<file path="src/rtl/fadd_arb_pkg.sv">
// fadd_arb_pkg: shared defaults, float sign position, clog2 helper and requester tag type for the float-adder arbiter
package fadd_arb_pkg;
  localparam int DW_DEFAULT = 32;
  localparam int FP_SIGN_BIT = DW_DEFAULT - 1;
  localparam int N_REQ_DEFAULT = 4;
  function automatic int clog2(input int v);
    int r;
    r = 0;
    while ((1 << r) < v) r++;
    return r;
  endfunction
  typedef logic [clog2(N_REQ_DEFAULT)-1:0] tag_t;
endpackage

</file>
<file path="src/rtl/fadd_share_arb_if.sv">
// fadd_share_arb_if: requester, result and adder-side AXI-stream bundle (slave = arbiter side); req_sub exists only with FADD_ARB_SUB_EN
interface fadd_share_arb_if import fadd_arb_pkg::*; #(
  parameter int N_REQ = N_REQ_DEFAULT,
  parameter int DW = DW_DEFAULT
);
  logic [N_REQ-1:0] req_tvalid;
  logic [N_REQ-1:0] req_tready;
  logic [N_REQ*DW-1:0] req_a_tdata;
  logic [N_REQ*DW-1:0] req_b_tdata;
`ifdef FADD_ARB_SUB_EN
  logic [N_REQ-1:0] req_sub;
`endif
  logic [N_REQ-1:0] res_tvalid;
  logic [N_REQ-1:0] res_tready;
  logic [DW-1:0] res_tdata;
  logic add_a_tvalid;
  logic add_a_tready;
  logic [DW-1:0] add_a_tdata;
  logic add_b_tvalid;
  logic add_b_tready;
  logic [DW-1:0] add_b_tdata;
  logic add_res_tvalid;
  logic add_res_tready;
  logic [DW-1:0] add_res_tdata;
  modport slave (
`ifdef FADD_ARB_SUB_EN
    input req_sub,
`endif
    input req_tvalid, req_a_tdata, req_b_tdata, res_tready,
    input add_a_tready, add_b_tready, add_res_tvalid, add_res_tdata,
    output req_tready, res_tvalid, res_tdata,
    output add_a_tvalid, add_a_tdata, add_b_tvalid, add_b_tdata, add_res_tready
  );
  modport master (
`ifdef FADD_ARB_SUB_EN
    output req_sub,
`endif
    output req_tvalid, req_a_tdata, req_b_tdata, res_tready,
    output add_a_tready, add_b_tready, add_res_tvalid, add_res_tdata,
    input req_tready, res_tvalid, res_tdata,
    input add_a_tvalid, add_a_tdata, add_b_tvalid, add_b_tdata, add_res_tready
  );
endinterface

</file>
<file path="src/rtl/fadd_arb_tag_fifo.sv">
// fadd_arb_tag_fifo: synchronous in-order tag FIFO (push/pop, head, count/full/empty), async active-low reset
module fadd_arb_tag_fifo import fadd_arb_pkg::*; #(
  parameter int W = $bits(tag_t),
  parameter int DEPTH = 16
) (
  input  logic aclk,
  input  logic aresetn,
  input  logic push,
  input  logic [W-1:0] push_data,
  input  logic pop,
  output logic [W-1:0] head,
  output logic [clog2(DEPTH):0] count,
  output logic full,
  output logic empty
);
  localparam int AW = clog2(DEPTH);
  logic [W-1:0] mem_q [DEPTH];
  logic [AW-1:0] wr_q, wr_d, rd_q, rd_d;
  logic [AW:0] cnt_q, cnt_d;
  always_comb begin
    wr_d = push ? wr_q + AW'(1) : wr_q;
    rd_d = pop ? rd_q + AW'(1) : rd_q;
    cnt_d = (push == pop) ? cnt_q : push ? cnt_q + (AW+1)'(1) : cnt_q - (AW+1)'(1);
  end
  always_ff @(posedge aclk or negedge aresetn)
    if (!aresetn) begin
      wr_q <= '0;
      rd_q <= '0;
      cnt_q <= '0;
    end else begin
      wr_q <= wr_d;
      rd_q <= rd_d;
      cnt_q <= cnt_d;
    end
  always_ff @(posedge aclk)
    if (push) mem_q[wr_q] <= push_data;
  assign head = mem_q[rd_q];
  assign count = cnt_q;
  assign full = cnt_q == (AW+1)'(DEPTH);
  assign empty = cnt_q == '0;
endmodule

</file>
<file path="src/rtl/fadd_share_arb.sv">
// fadd_share_arb: round-robin time-sharing of one AXI-stream float adder among N_REQ requesters with in-order result routing; FADD_ARB_SUB_EN adds per-lane subtract
module fadd_share_arb import fadd_arb_pkg::*; #(
  parameter int N_REQ = N_REQ_DEFAULT,
  parameter int MAX_INFLIGHT = 16,
  parameter int DW = DW_DEFAULT
) (
  input  logic aclk,
  input  logic aresetn,
  fadd_share_arb_if.slave bus,
  output logic [clog2(MAX_INFLIGHT):0] inflight,
  output logic tag_err
);
  localparam int TW = clog2(N_REQ);
  logic [TW-1:0] rr_q, rr_d, grant, idx, head;
  logic a_pend_q, a_pend_d, b_pend_q, b_pend_d, tag_err_q, tag_err_d;
  logic [DW-1:0] a_q, a_d, b_q, b_d, b_in;
  logic found, load, full, empty, pop;
  always_comb begin
    grant = rr_q;
    idx = '0;
    found = 1'b0;
    for (int k = 0; k < N_REQ; k++) begin
      idx = TW'((int'(rr_q) + k) % N_REQ);
      if (!found && bus.req_tvalid[idx]) begin
        grant = idx;
        found = 1'b1;
      end
    end
  end
  assign load = aresetn && found && !a_pend_q && !b_pend_q && !full;
`ifdef FADD_ARB_SUB_EN
  assign b_in = bus.req_b_tdata[int'(grant)*DW +: DW] ^ {bus.req_sub[grant], {(DW-1){1'b0}}};
`else
  assign b_in = bus.req_b_tdata[int'(grant)*DW +: DW];
`endif
  always_comb begin
    rr_d = load ? ((grant == TW'(N_REQ-1)) ? '0 : grant + TW'(1)) : rr_q;
    a_pend_d = load | (a_pend_q & ~bus.add_a_tready);
    b_pend_d = load | (b_pend_q & ~bus.add_b_tready);
    a_d = load ? bus.req_a_tdata[int'(grant)*DW +: DW] : a_q;
    b_d = load ? b_in : b_q;
    tag_err_d = tag_err_q | (bus.add_res_tvalid & empty);
  end
  always_ff @(posedge aclk or negedge aresetn)
    if (!aresetn) begin
      rr_q <= '0;
      a_pend_q <= 1'b0;
      b_pend_q <= 1'b0;
      a_q <= '0;
      b_q <= '0;
      tag_err_q <= 1'b0;
    end else begin
      rr_q <= rr_d;
      a_pend_q <= a_pend_d;
      b_pend_q <= b_pend_d;
      a_q <= a_d;
      b_q <= b_d;
      tag_err_q <= tag_err_d;
    end
  fadd_arb_tag_fifo #(.W(TW), .DEPTH(MAX_INFLIGHT)) u_tag_fifo (
    .aclk(aclk),
    .aresetn(aresetn),
    .push(load),
    .push_data(grant),
    .pop(pop),
    .head(head),
    .count(inflight),
    .full(full),
    .empty(empty)
  );
  assign pop = bus.add_res_tvalid & bus.add_res_tready;
  assign bus.req_tready = load ? N_REQ'(1) << grant : '0;
  assign bus.add_a_tvalid = a_pend_q;
  assign bus.add_a_tdata = a_q;
  assign bus.add_b_tvalid = b_pend_q;
  assign bus.add_b_tdata = b_q;
  assign bus.add_res_tready = !empty && bus.res_tready[head];
  assign bus.res_tvalid = (bus.add_res_tvalid && !empty) ? N_REQ'(1) << head : '0;
  assign bus.res_tdata = bus.add_res_tdata;
  assign tag_err = tag_err_q;
endmodule

</file>
<file path="src/flat_wrapper.sv">
// flat-port wrapper written by rule: the top's interface ports become plain ports
module fadd_share_arb_flat import fadd_arb_pkg::*;
#(
  parameter int N_REQ = N_REQ_DEFAULT,
  parameter int MAX_INFLIGHT = 16,
  parameter int DW = DW_DEFAULT
)
  (aclk, aresetn, inflight, tag_err, bus_req_tvalid, bus_req_a_tdata, bus_req_b_tdata, bus_res_tready, bus_add_a_tready, bus_add_b_tready, bus_add_res_tvalid, bus_add_res_tdata, bus_req_tready, bus_res_tvalid, bus_res_tdata, bus_add_a_tvalid, bus_add_a_tdata, bus_add_b_tvalid, bus_add_b_tdata, bus_add_res_tready);
  fadd_share_arb_if #(.N_REQ(N_REQ), .DW(DW)) bus_i ();
  input  logic aclk;
  input  logic aresetn;
  output logic [clog2(MAX_INFLIGHT):0] inflight;
  output logic tag_err;
  input wire logic [$bits(bus_i.req_tvalid)-1:0] bus_req_tvalid;
  input wire logic [$bits(bus_i.req_a_tdata)-1:0] bus_req_a_tdata;
  input wire logic [$bits(bus_i.req_b_tdata)-1:0] bus_req_b_tdata;
  input wire logic [$bits(bus_i.res_tready)-1:0] bus_res_tready;
  input wire logic [$bits(bus_i.add_a_tready)-1:0] bus_add_a_tready;
  input wire logic [$bits(bus_i.add_b_tready)-1:0] bus_add_b_tready;
  input wire logic [$bits(bus_i.add_res_tvalid)-1:0] bus_add_res_tvalid;
  input wire logic [$bits(bus_i.add_res_tdata)-1:0] bus_add_res_tdata;
  output wire logic [$bits(bus_i.req_tready)-1:0] bus_req_tready;
  output wire logic [$bits(bus_i.res_tvalid)-1:0] bus_res_tvalid;
  output wire logic [$bits(bus_i.res_tdata)-1:0] bus_res_tdata;
  output wire logic [$bits(bus_i.add_a_tvalid)-1:0] bus_add_a_tvalid;
  output wire logic [$bits(bus_i.add_a_tdata)-1:0] bus_add_a_tdata;
  output wire logic [$bits(bus_i.add_b_tvalid)-1:0] bus_add_b_tvalid;
  output wire logic [$bits(bus_i.add_b_tdata)-1:0] bus_add_b_tdata;
  output wire logic [$bits(bus_i.add_res_tready)-1:0] bus_add_res_tready;
  assign bus_i.req_tvalid = bus_req_tvalid;
  assign bus_i.req_a_tdata = bus_req_a_tdata;
  assign bus_i.req_b_tdata = bus_req_b_tdata;
  assign bus_i.res_tready = bus_res_tready;
  assign bus_i.add_a_tready = bus_add_a_tready;
  assign bus_i.add_b_tready = bus_add_b_tready;
  assign bus_i.add_res_tvalid = bus_add_res_tvalid;
  assign bus_i.add_res_tdata = bus_add_res_tdata;
  assign bus_req_tready = bus_i.req_tready;
  assign bus_res_tvalid = bus_i.res_tvalid;
  assign bus_res_tdata = bus_i.res_tdata;
  assign bus_add_a_tvalid = bus_i.add_a_tvalid;
  assign bus_add_a_tdata = bus_i.add_a_tdata;
  assign bus_add_b_tvalid = bus_i.add_b_tvalid;
  assign bus_add_b_tdata = bus_i.add_b_tdata;
  assign bus_add_res_tready = bus_i.add_res_tready;
  fadd_share_arb #(.N_REQ(N_REQ), .MAX_INFLIGHT(MAX_INFLIGHT), .DW(DW)) u_core (.aclk(aclk), .aresetn(aresetn), .bus(bus_i), .inflight(inflight), .tag_err(tag_err));
endmodule
</file>
<file path="config.mk">
export PLATFORM = sky130hd
export DESIGN_NAME = fadd_share_arb_flat
export DESIGN_NICKNAME = d
export VERILOG_FILES = /design/src/rtl/fadd_arb_pkg.sv /design/src/rtl/fadd_share_arb_if.sv /design/src/rtl/fadd_arb_tag_fifo.sv /design/src/rtl/fadd_share_arb.sv /design/src/flat_wrapper.sv
export SDC_FILE = /design/constraint.sdc
export NUM_CORES = 1
export LEC_CHECK = 0
export BUFFER_PORTS_ARGS = -buffer_cell sky130_fd_sc_hd__buf_2
export CAP_MARGIN = 25
export CORE_AREA = 2 2 162 164
export DETAILED_ROUTE_END_ITERATION = 8
export DIE_AREA = 0 0 164 166
export HOLD_SLACK_MARGIN = 0.15
export PLACE_DENSITY = 0.57
export REMOVE_ABC_BUFFERS = 1
export SYNTH_ARGS = -nofsm -noshare
export SYNTH_HDL_FRONTEND = slang
export SYNTH_SLANG_ARGS = --single-unit
</file>
<file path="constraint.sdc">
create_clock -name aclk -period 2.8 [get_ports aclk]
set_input_delay 0.14 -clock aclk [delete_from_list [all_inputs] [get_ports aclk]]
set_output_delay 0.14 -clock aclk [all_outputs]
set_load 0.02 [all_outputs]
</file>
==> results of run 1 <==
per-stage QoR:
stage	power (mW)	utilization [%]	worst slack [ns]	TNS (ns)	instance area, um^2
3_5_place_dp	8.40	34.9	0.0996	0	8930
5_1_grt	12.4	43.6	0.000606	0	11200
2_1_floorplan	6.73	-	-12.57	-1030.79	6500
3_3_place_gp	8.30	34.9	0.211	0	8930
6_report	11.5	43.6	0.165	0	11200
4_1_cts	11.5	43.3	0.0151	0	11100
report_power, final:
group / internal (mW) / switching, mW
logic: 2.65 / 3.63
clock network: 1.50 / 0.870
registers: 2.41 / 0.434
total: 6.56 / 4.93
path summary, 6_finish.rpt:
check / from / endpoint / slack (ns) / depth (start not counted)
setup reg to reg: u_core.rr_q[1]$_DFFE_PN0P_ / u_core.bus.add_b_tdata[24]$_DFFE_PN0P_ / 0.19 / 9
hold / removal: bus_req_b_tdata[20] / u_core.bus.add_b_tdata[20]$_DFFE_PN0P_ / 0.16 / 5
hold reg to reg: u_core.tag_err$_DFF_PN0_ / u_core.tag_err$_DFF_PN0_ / 0.46 / 1
min in group asynchronous: aresetn / u_core.bus.add_a_tdata[11]$_DFFE_PN0P_ / 0.37 / 3
setup / recovery: u_core.u_tag_fifo.rd_q[0]$_DFFE_PN0P_ / bus_add_res_tready / 0.17 / 9
max in group asynchronous: aresetn / u_core.u_tag_fifo.rd_q[0]$_DFFE_PN0P_ / 1.38 / 4
cell usage after synthesis, drive strengths merged, types with 4 or more instances:
cell / instances
a21oi: 4
a221oi: 4
nand2b: 5
nor2: 210
edfxtp: 32
nor3: 6
mux4: 4
nand3: 65
o21ai: 136
mux2i: 11
nand2: 209
buf: 44
ha: 12
xnor2: 9
and2: 6
inv: 10
clkbuf: 52
dfrtp: 82
mux2: 4
worst register-to-register path, cell delays in order (launching register included):
cell,delay [ns]
dfrtp_1,0.47
nor3b_2,0.21
o31ai_4,0.31
buf_4,0.18
clkbuf_16,0.27
nand2_1,0.22
nand3_1,0.09
dlygate4sd3_1,0.54
o21ai_0,0.07
o21ai_0,0.17
per-layer routing:
metal	vias up	global-route usage, %
met2	325	30.5
met4	4	6.45
li1	3920	-
met3	46	7.97
met1	3645	23.5
met5	-	3.09
layout by cell type, fill, tap and decap left out, types with 3 or more instances in the layout:
cell and n:
ha_1 12, dlygate4sd3_1 151, edfxtp_1 32, inv_8 3, nor3_1 6, nand2b_1 5, mux4_2 4, dfrtp_1 81
o21ai_0 134, a21o_1 3, mux2_4 3, a221oi_2 4, a21oi_1 4, mux2i_1 11, nand3_1 65, buf_2 348
xnor2_1 8, inv_1 8, and2_1 6, clkbuf_16 21, nor2_1 210, clkinv_4 4, buf_12 4, nand2_1 207
inv_6 3, buf_4 18
what timing repair did:
action / in CTS / in global routing
setup buffers: 0 / 2
pin swaps: 0 / 2
gates resized for setup: 1 / 8
hold buffers: 151 / 0
endpoints found under the setup margin: 1 / 58
cloned: 0 / 1
endpoints found under the hold margin: 96 / 0
registers in the layout, indices dropped and copies added (netlist names):
register                 cells
u_core.bus.add_a_tdata      32
u_core.bus.add_a_tvalid      1
u_core.bus.add_b_tdata      32
u_core.bus.add_b_tvalid      1
u_core.rr_q                  2
u_core.tag_err               1
u_core.u_tag_fifo.count      5
u_core.u_tag_fifo.mem_q     32
u_core.u_tag_fifo.rd_q       4
u_core.u_tag_fifo.wr_q       4
cell type report:
cell class	count	area [um^2]
Fill cell	2556	14500
Timing Repair Buffer	524	3520
Multi-Input combinational cell	709	3510
Sequential cell	114	3010
Clock buffer	20	500
Tap cell	335	419
Clock inverter	12	155
Inverter	10	42.5
Antenna cell	1	2.50
kinds of logic (layout without fill, tap and decap cells):
group / Yosys count / after routing / synth area share [%]
compound gates: 153 / 153 / 11.7
buf+inv: 106 / 566 / 7.94
flops: 114 / 114 / 42.9
fa+ha+maj: 13 / 13 / 2.42
other cells: 0 / 1 / 0
simple gates: 513 / 513 / 29.7
mux: 19 / 19 / 3.65
xor+xnor: 11 / 11 / 1.64
==> results.md, run 1 <==
- The headroom to the max-slew limit is 56.7%.
- Timing would allow up to 380 MHz.
- The clock passes through at most 2 buffers.
- Routability-driven placement finished with a final weighted congestion of 0.824.
- In this run the horizontal extent of the chip is 164 um.
- The number of design rule violations left after detail routing is 0.
- The core region area is 25600 um^2.
- The post-route clock period utilization is 94.1%.
- The number of global-route vias before repair is 7721.
- After detailed routing, the average wire length per cell comes to 15.6 um.
- In this run the biggest area consumer among cell types represents 29.2% of the synthesized area.
- The critical path goes through buf_6 -> mux2i_1 -> a221oi_2 -> a22oi_2 -> nand2_2 -> mux2i_1 -> and2b_1 -> a211oi_2 -> buf_2.
- The run finished with clean final reports.
- The HPWL after detailed placement is 18900 um.
- For the pin with the worst max-slew slack, the measured transition is 0.650 ns.
- The startpoint class of the critical path is a flip-flop.
- The clock-pin slew of the registers on the worst-case setup and hold paths is 0.07 ns.
- STA puts the critical path data required time at 2.66 ns.
- The standard cell with the maximum stage delay on the critical path is dfrtp_2.
- Sequential cells were found to cover 42.9% of the synthesized design area.
- The worst vdd rail ir drop is 0.000532 V.
- The cell count after synthesis came out at 929.
- In this run the core area contains 59 standard-cell rows.
- The number of distinct standard cells referenced by the synthesized netlist is 46.
- The kind of capture point of the worst setup path is an output pin.
- In the routed layout, each cell is associated on average with a via count of 4.60.
- Dividing total power by cell area gives a power density of 1030 nW/um^2.
- For this design the top-level I/O count stands at 414.
- Wires add up to 27000 um.
- The number of enable-type register cells in the synthesized netlist is 32.
- The initial antenna violation count is 2.
- In this run the worst path has a maximum fanout of 11.
- Global routing consumed, over all layers together, 19.3% of the routing resources.
- The post-synthesis to final-layout area growth is 58.9%.
- Across the run, the number of max-cap violations was 0.
- The instance count after placement with tap cells included is 1538.
- The die extent in y is 166 um.
- Detailed routing placed a total of 12600 um of wire on met2.
- The total count of hold-check failures in the final report was 0.
- Across all hold checks on the routed design, the worst slack comes to 0.162 ns.
- The stage delay of the slowest cell on the critical path is 0.45 ns.
- The average cell area after synthesis is 7.56 um^2.
- The routed length on met1 is 11400 um.
- For the finished layout, the period the worst path requires is 2.63 ns.
- Data arrives at the worst endpoint at 2.49 ns.
- The clock drives 114 sinks.
- The number of non-filler instances in the completed layout is 1725.
- The length of routed met3 wiring is 2360 um.
- The clock tree synthesis step divided the H-tree into 4 levels.
- CTS placed an instance of clkbuf_16 at the clock tree root.
- The highest metal layer carrying signal wires in the routed design is met5.
- Setup repair after global routing left no endpoint under its margin.
- The type of the most critical hold path is primary input to flip-flop.
- The total CTS buffers is 17.
- The share of final-layout standard cells stronger than drive strength 1 is 31.1%.
- The first routing iteration left 433 violations.
- The reported leakage power is 5.36 nW.
- In this run the tool buffered the top-level ports with 349 buffer cells.
- The cell type with the highest occurrence count on the critical path is mux2i_1.
- The total number of vias is 7940.
- The floorplan step defined a die boundary enclosing 27200 um^2.
- Yosys attributes the largest share of cell area to dfrtp_1, edfxtp_1, nor2_1, nand2_1, o21ai_0.
- The post-route clock skew is 0.0120 ns.
- The total grt overflow is 0.
- The maximum number of pins on one net before global-route repair is 147.
- For this run, the detailed router's first-pass iteration total came to 5.
- The initial utilization of the core area, before any placement, comes to 27.4%.
- The count of endpoints failing setup in the final report is 0.
- The synthesized design spends more area on one cell type than any other, namely dfrtp_1.
- The proportion of synthesized flip-flops having asynchronous set or reset is 71.9%.
- Synthesis inferred 114 register bits.
- The first-pass GRT wire length is 40600 um.
- TritonCTS built the clock tree.
- Clock latency on the worst-skew pair, taken at its later pin, is 0.41 ns.
- The number of buffers and inverters on the critical path is 2.
- Summing every instance area after synthesis gives 7020 um^2.
- The number of pins with negative max-slew slack in the final report is 0.
- The startpoint-to-endpoint class of the critical path is flip-flop to output pin.
- The Yosys step of the flow raised 0 warnings.
- Once detail routing completed, the nets flagged for antenna violations numbered 0.
- The number of nets in the finished design is 1690.
- The kind of cell with the highest combined delay along the critical path is compound AO/OA/AOI/OAI gates.
- For this run, the leading register cell type out of synthesis is dfrtp_1.
Note: power is estimated with default switching activity, not from simulation.
==> run 2: changes to the inputs <==
--- a/config.mk
+++ b/config.mk
@@ -7,12 +7,13 @@
 export LEC_CHECK = 0
 export BUFFER_PORTS_ARGS = -buffer_cell sky130_fd_sc_hd__buf_2
 export CAP_MARGIN = 25
-export CORE_AREA = 2 2 162 164
+export CORE_AREA = 2 2 161 163
 export DETAILED_ROUTE_END_ITERATION = 8
-export DIE_AREA = 0 0 164 166
+export DIE_AREA = 0 0 163 165
 export HOLD_SLACK_MARGIN = 0.15
-export PLACE_DENSITY = 0.57
+export PLACE_DENSITY = 0.56
 export REMOVE_ABC_BUFFERS = 1
+export SKIP_CTS_REPAIR_TIMING = 1
 export SYNTH_ARGS = -nofsm -noshare
 export SYNTH_HDL_FRONTEND = slang
 export SYNTH_SLANG_ARGS = --single-unit
==> constraint.sdc (replaced) <==
create_clock -name aclk -period 3.4 [get_ports aclk]
set_input_delay 0.17 -clock aclk [delete_from_list [all_inputs] [get_ports aclk]]
set_output_delay 0.17 -clock aclk [all_outputs]
set_load 0.02 [all_outputs]
==> run 2 against run 1 <==
Net effect: count of clock-buffer cells in the layout grew 1; cell count down 9.4%; sequential share of layout area rose by 4.8 points; clock power down 27%; die area decreased by 1.2%; routed wire length down 14%; highest routed layer unchanged.
==> results.md, run 2 (synthesized netlist as in run 1, its figures left out) <==
- The TritonCTS clock tree is done.
- The worst endpoint required time is 3.23 ns.
- The signal on the critical path passes through buf_4 -> mux2i_1 -> a221oi_1 -> a22oi_1 -> nand2_2 -> and2b_1 -> a211oi_1 -> buf_2.
- The count of maximum capacitance violations is 0.
- The worst vdd rail ir drop is 0.00107 V.
- The reported leakage power is 4.68 nW.
- The routability-driven placement congestion ratio is 0.771.
- The stage delay of the slowest cell on the critical path is 0.49 ns.
- The count of endpoints failing setup in the final report is 0.
- The endpoint of the worst-slack reg-to-reg timing path is u_core.u_tag_fifo.count[1]$_DFFE_PN0P_.
- The instance count after placement with tap cells included is 1521.
- The setup TNS after final layout is 0 ns.
- The die is 165 um tall.
- The worst hold path belongs to the class primary input to flip-flop.
- The post-synthesis to final-layout area growth is 34.8%.
- The number of pins with negative max-slew slack in the final report is 0.
- The top cell types in the final layout, fill and taps aside, are buf_2, nor2_1, nand2_1.
- The area used by sequential logic in the layout is 3010 um^2.
- The cell depth of the worst flop-to-flop path is 9.
- The die covers 26900 um^2.
- Clock tree synthesis found a total of 114 sinks.
- The floorplan has 58 rows.
- The final period demand of the worst path is 2.88 ns.
- Setup slack on the critical path of the routed design comes to 0.519 ns.
- The die is 163 um wide.
- The worst hold path passes through 5 cells.
- The H-tree generated during clock tree synthesis spans 4 levels.
- The worst hold path terminates at u_core.bus.add_b_tdata[8]$_DFFE_PN0P_.
- The finished cells cover 9470 um^2.
- The slowest stage of the critical path is the dfrtp_1 cell.
- In this run the power density over the cells is 891 nW/um^2.
- Pin placement for this block handled 414 I/O pins.
- The setup slack on the worst flop-to-flop path is 0.57 ns.
- For this configuration, the core starts out at a cell density of 28.1%.
- The post-layout utilization of the core is 37.8%.
- The kind of capture point of the worst setup path is an output pin.
- The uppermost metal layer occupied by signal nets is met5.
- The completed layout was analyzed and its total power is 8.43 mW.
- In this run the worst path has a maximum fanout of 11.
- The via count normalized by instance count is 4.51.
- The worst register-to-register path begins at u_core.u_tag_fifo.rd_q[0]$_DFFE_PN0P_.
- The worst setup path is of the flip-flop to output pin kind.
- Across all hold checks on the routed design, the worst slack comes to 0.137 ns.
- The core region area is 25000 um^2.
- In this run the clock root is driven by a clkbuf_16.
- The number of non-filler instances in the completed layout is 1563.
- For the pin with the worst max-slew slack, the measured transition is 0.688 ns.
- The fill cell instance count of the final layout is 2672.
- For this run the aggregate overflow at the end of global routing stands at 0.
- The critical path contains buffers and inverters numbering 2 combined.
- The clock-pin slew of the registers on the worst-case setup and hold paths is 0.06 ns.
- The number of design rule violations left after detail routing is 0.
- The total count of hold-check failures in the final report is 0.
- The worst min-delay path startpoint is bus_req_b_tdata[72].
- The signal arrival time at the worst endpoint is 2.71 ns.
- Detailed placement finished with a half-perimeter wire length of 17400 um.
- The total CTS buffers is 17.
- The count of input and output buffers is 349.
- Leaving out fill and tap cells, the most frequent cell in the layout is buf_2.
- The clock reaches the later pin of the worst-skew pair after 0.41 ns.
- The first TritonRoute pass finished after 4 iterations.
- The initial antenna violation count is 1.
- The multi-input combinational cells in the finished layout cover a total of 3480 um^2.
- The instance area after placement is 8810 um^2.
- The routed length per placed instance is 14.9 um.
- Between clock sinks in the finished design, the worst skew comes to 0.0114 ns.
- The number of routed nets with antenna violations is 0.
- Setup repair after global routing left no endpoint under its margin.
- In this run the tightest slew margin relative to its limit is 54.1%.
- At the end of the flow, the number of nets in the layout was 1532.
- Prior to clock tree synthesis, the placed netlist has a worst setup slack of 0.551 ns.
- The total number of vias is 7045.
- The length of routed met3 wiring is 2100 um.
- For this run, the top clock speed supported by timing is 347 MHz.
- The share of final-layout standard cells stronger than drive strength 1 is 33.1%.
- The run finished with clean final reports.
- The startpoint class of the critical path is a flip-flop.
- Counting along the longest clock path gives a buffer depth of 2.
- The maximum number of pins on one net before global-route repair is 147.
- The routed length on met1 is 9940 um.
- After detailed routing, the met2 layer carries 10800 um of wire.
- In this design, the largest share of critical-path delay is due to compound AO/OA/AOI/OAI gates.
- The number of global-route vias before repair is 6613.
- The detailed router finished its first iteration with 342 violations.
- The final critical path takes up 84.7% of the cycle.
- For this run, the total global-route usage over all layers was measured as 16.8%.
- The overall routed net length is 23200 um.
- The first-pass GRT wire length is 35000 um.
==> run 2: changes by cell type in the layout (fill, tap and decap cells not counted), moves of 2 or more <==
| cell | previous run | this run |
|---|---|---|
| a221oi_1 | 0 | 2 |
| a221oi_2 | 4 | 2 |
| buf_4 | 18 | 7 |
| buf_6 | 2 | 0 |
| clkbuf_1 | 0 | 2 |
| clkbuf_16 | 21 | 18 |
| clkinv_4 | 4 | 0 |
| clkinvlp_4 | 0 | 4 |
| dlygate4sd3_1 | 151 | 8 |
| inv_4 | 2 | 5 |
| inv_8 | 3 | 0 |
==> run 2: worst max path at each step <==
stage | end | slack, ns | startpoint | cells past startpoint
4_1_cts | bus_add_res_tready | 0.51 | u_core.u_tag_fifo.rd_q[0]$_DFFE_PN0P_ | 8
2_1_floorplan | bus_req_tready[0] | -12.00 | u_core.rr_q[1]$_DFFE_PN0P_ | 5
3_5_place_dp | u_core.u_tag_fifo.count[1]$_DFFE_PN0P_ | 0.55 | u_core.u_tag_fifo.rd_q[0]$_DFFE_PN0P_ | 9
5_1_grt | bus_add_res_tready | 0.31 | u_core.u_tag_fifo.rd_q[0]$_DFFE_PN0P_ | 9
3_3_place_gp | u_core.u_tag_fifo.count[3]$_DFFE_PN0P_ | 0.68 | u_core.u_tag_fifo.rd_q[0]$_DFFE_PN0P_ | 9
6_report | bus_add_res_tready | 0.52 | u_core.u_tag_fifo.rd_q[0]$_DFFE_PN0P_ | 8
==> run 2: area by class of cell <==
| class | instances | area share [%] |
|---|---|---|
| inverter | 10 | 0.449 |
| timing repair buffer | 366 | 20.4 |
| clock inverter | 11 | 1.07 |
| multi-input combinational | 709 | 36.8 |
| clock buffer | 21 | 4.98 |
| antenna | 2 | 0.0529 |
| sequential | 114 | 31.8 |
| tap | 330 | 4.36 |
==> run 2: layer usage <==
layer	vias up	GRT usage, %
met2	268	27.1
li1	3601	-
met1	3148	20.4
met5	-	3.41
met4	2	3.94
met3	26	7.38
==> run 2: worst register-to-register path: stages, from the launching register on <==
cell and delay [ns]:
dfrtp_1 0.49, buf_4 0.28, mux2i_1 0.12, a221oi_2 0.35
o21ai_1 0.11, nand2_2 0.15, mux2i_1 0.26, o22a_1 0.43
xnor2_4 0.20, mux2_4 0.32
==> run 2: where the power goes <==
part	internal (mW)	total, mW	switching, mW
clock	1.07	1.73	0.658
sequential	1.98	2.34	0.357
combinational	1.58	4.37	2.78
==> run 3: changes to the inputs <==
--- a/config.mk
+++ b/config.mk
@@ -7,11 +7,11 @@
 export LEC_CHECK = 0
 export BUFFER_PORTS_ARGS = -buffer_cell sky130_fd_sc_hd__buf_2
 export CAP_MARGIN = 25
-export CORE_AREA = 2 2 161 163
+export CORE_AREA = 2 2 162 164
 export DETAILED_ROUTE_END_ITERATION = 8
-export DIE_AREA = 0 0 163 165
+export DIE_AREA = 0 0 164 166
 export HOLD_SLACK_MARGIN = 0.15
-export PLACE_DENSITY = 0.56
+export PLACE_DENSITY = 0.55
 export REMOVE_ABC_BUFFERS = 1
 export SKIP_CTS_REPAIR_TIMING = 1
 export SYNTH_ARGS = -nofsm -noshare
==> constraint.sdc (replaced) <==
create_clock -name aclk -period 3 [get_ports aclk]
set_input_delay 0.15 -clock aclk [delete_from_list [all_inputs] [get_ports aclk]]
set_output_delay 0.15 -clock aclk [all_outputs]
set_load 0.02 [all_outputs]
==> run 3 against run 2 <==
Net effect: sequential share of layout area is 0.92 points lower; non-clock buffer count up 29; clock power is 16% higher; via count is 3.7% higher; die area increased by 1.2%; design area up 3.0%; register-to-register slack worse by 0.32 ns; cell count increased by 2.1%; combinational power rose by 16%.
==> results.md, run 3 (synthesized netlist as in run 1, its figures left out) <==
- Wires add up to 25100 um.
- The share of total power dissipated in sequential elements is 27.2%.
- The first-pass GRT wire length is 37900 um.
- The total routing usage reported by global routing is 18.1%.
- The floorplan has 59 rows.
- TritonCTS built the clock tree.
- On the final layout, the worst hold slack is 0.106 ns.
- The via count normalized by instance count is 4.58.
- The type of the most critical hold path is primary input to flip-flop.
- The post-synthesis to final-layout area growth is 38.8%.
- The routed length per placed instance is 15.7 um.
- The detail route stage leaves a number of antenna-violating nets equal to 0.
- In this run the tightest slew margin relative to its limit is 49.2%.
- The signal arrival time at the worst endpoint is 3.07 ns.
- The share of total power dissipated in the clock network is 20.6%.
- Setup repair after global routing left no endpoint under its margin.
- The initial antenna violation count is 2.
- Cells with a size suffix above 1 make up 32.9% of the layout.
- The total CTS buffers is 17.
- The later pin in the worst-skew pair is clocked with a latency of 0.42 ns.
- The floorplan step defined a core boundary enclosing 25600 um^2.
- At the pin with the least slew margin, the transition time is 0.761 ns.
- The total count of hold-check failures in the final report is 0.
- The startpoint-to-endpoint class of the critical path is flip-flop to flip-flop.
- Once the floorplan was initialized, standard cells occupied 27.4% of the core.
- The clock period could shrink to 2.75 ns.
- The commonest non-fill, non-tap cell in the layout is buf_2.
- The clock-pin slew of the registers on the worst-case setup and hold paths is 0.06 ns.
- STA classifies the critical path endpoint as a flip-flop.
- The H-tree generated during clock tree synthesis spans 4 levels.
- Summed over all cells, the static leakage comes to 4.80 nW.
- For this run, the detailed router's first-pass iteration total came to 5.
- Summing all non-filler instances in the final layout gives an area of 9750 um^2.
- In the final design database the tool counted 1561 nets.
- For this run, the top clock speed supported by timing is 364 MHz.
- On the final layout, the worst clock skew is 0.0117 ns.
- Summing all flip-flop and latch instances after layout gives 3010 um^2.
- After layout, the worst path uses 91.5% of the clock period.
- The total die area is 27200 um^2.
- After detailed routing, the met3 layer carries 2190 um of wire.
- In the layout the commonest cells are buf_2, nor2_1, nand2_1.
- After global routing the overflow that remains totals 0.
- The worst setup path is launched from a flip-flop.
- The floorplan step set the die width to 164 um.
- Detailed routing placed a total of 11600 um of wire on met2.
- Dividing total power by cell area gives a power density of 997 nW/um^2.
- The number of sinks driven by the clock tree is 114.
- The net load switching power is 4.43 mW.
- Counting the fill cells in the layout gives 2733.
- In this run the top signal layer used is met5.
- For the worst setup path, the data required time is 3.33 ns.
- The flow ran to the end, and the final reports show no timing, DRC or antenna violations.
- The count of buffers added on input and output ports is 349.
- The worst vdd rail ir drop is 0.000880 V.
- The post-layout utilization of the core is 38.1%.
- The routed length on met1 is 10600 um.
- The internal power is 5.29 mW.
- The routed layout has 7309 vias.
- Max-cap violations in this run came to 0.
- The fraction of power spent switching nets is 45.6%.
- Summing all placed instances gives a cell area of 8840 um^2.
- Setup violations remaining at the end of the flow were counted as 0.
- In this run the vertical extent of the chip is 166 um.
- The number of buffers between clock root and the deepest sink is 2.
- Routability-driven placement finished with a final weighted congestion of 0.823.
- The number of design rule violations left after detail routing is 0.
- The number of pins with negative max-slew slack in the final report is 0.
- Pin placement for this block handled 414 I/O pins.
- The combinational power share is 52.1%.
- The area taken by multi-input logic gates is 3480 um^2.
- The cell sitting at the root of the clock tree is a clkbuf_16.
- The top fanout value on the critical path is 146.
- The HPWL after detailed placement is 18700 um.
- The number of DRC violations after detailed-routing iteration 0 is 306.
- The maximum number of pins on one net before global-route repair is 147.
- The number of global-route vias before repair came to 6837.
-- run 3: cell types whose count changed in the layout (fill, tap and decap cells not counted), sizes merged --
cell         delta
clkinv          +2
dlygate4sd3    +24
inv             +2
bufinv          -1
clkinvlp        -1
diode           -1
buf             +5
clkbuf          -2
-- run 3: per-stage QoR --
stage	total power, mW	setup TNS, ns	cells	setup slack [ns]
2_1_floorplan	6.28	-1009.03	833	-12.38
4_1_cts	9.81	0	1563	0.292
3_5_place_dp	7.75	0	1531	0.485
3_3_place_gp	7.66	0	1531	0.560
5_1_grt	10.6	0	1596	0.0587
6_report	9.72	0	1596	0.254
-- run 3: metal layers --
metal / track usage [%] / vias up
met5: 2.91 / -
met3: 7.47 / 36
met4: 6.22 / 2
met1: 22.3 / 3295
li1: - / 3667
met2: 28.2 / 309
-- run 3: final timing paths --
kind	startpoint	to	slack (ns)	depth (start not counted)
worst min register to register	u_core.tag_err$_DFF_PN0_	u_core.tag_err$_DFF_PN0_	0.46	1
worst max-delay path	u_core.rr_q[0]$_DFFE_PN0P_	u_core.bus.add_a_tdata[25]$_DFFE_PN0P_	0.25	9
min in group asynchronous	aresetn	u_core.bus.add_a_tdata[27]$_DFFE_PN0P_	0.38	3
worst max register to register	u_core.rr_q[0]$_DFFE_PN0P_	u_core.bus.add_a_tdata[25]$_DFFE_PN0P_	0.25	9
max in group asynchronous	aresetn	u_core.bus.add_a_tdata[25]$_DFFE_PN0P_	1.51	4
worst min-delay path	bus_req_a_tdata[28]	u_core.bus.add_a_tdata[28]$_DFFE_PN0P_	0.11	5
-- run 3: final cells by class --
| type | count | area share, % |
|---|---|---|
| well taps | 335 | 4.30 |
| multi-input cells | 709 | 35.7 |
| repair buffers | 395 | 22.6 |
| inverters | 10 | 0.436 |
| clock buffers | 19 | 4.88 |
| diodes | 1 | 0.0257 |
| flip-flops and latches | 114 | 30.9 |
| clock inverters | 13 | 1.14 |
-- run 3: worst max-delay path, cell delays in order (launching register included) --
cell and delay, ns:
dfrtp_1 0.40, nand2b_1 0.19, nand2b_1 0.11, o31ai_4 0.36
buf_12 0.41, nand2_1 0.13, nand3_1 0.12, dlygate4sd3_1 0.55
o21ai_0 0.07, o21ai_0 0.16
-- run 3: power by group through the flow --
stage | clock network, mW | logic (mW) | registers (mW)
final | 2.00 | 5.07 | 2.65
after detailed placement | 0 | 5.09 | 2.66
after floorplan | 0 | 3.03 | 3.25
after global placement | 0 | 5.01 | 2.65
after CTS | 2.07 | 5.08 | 2.65
after global routing | 2.14 | 5.69 | 2.74
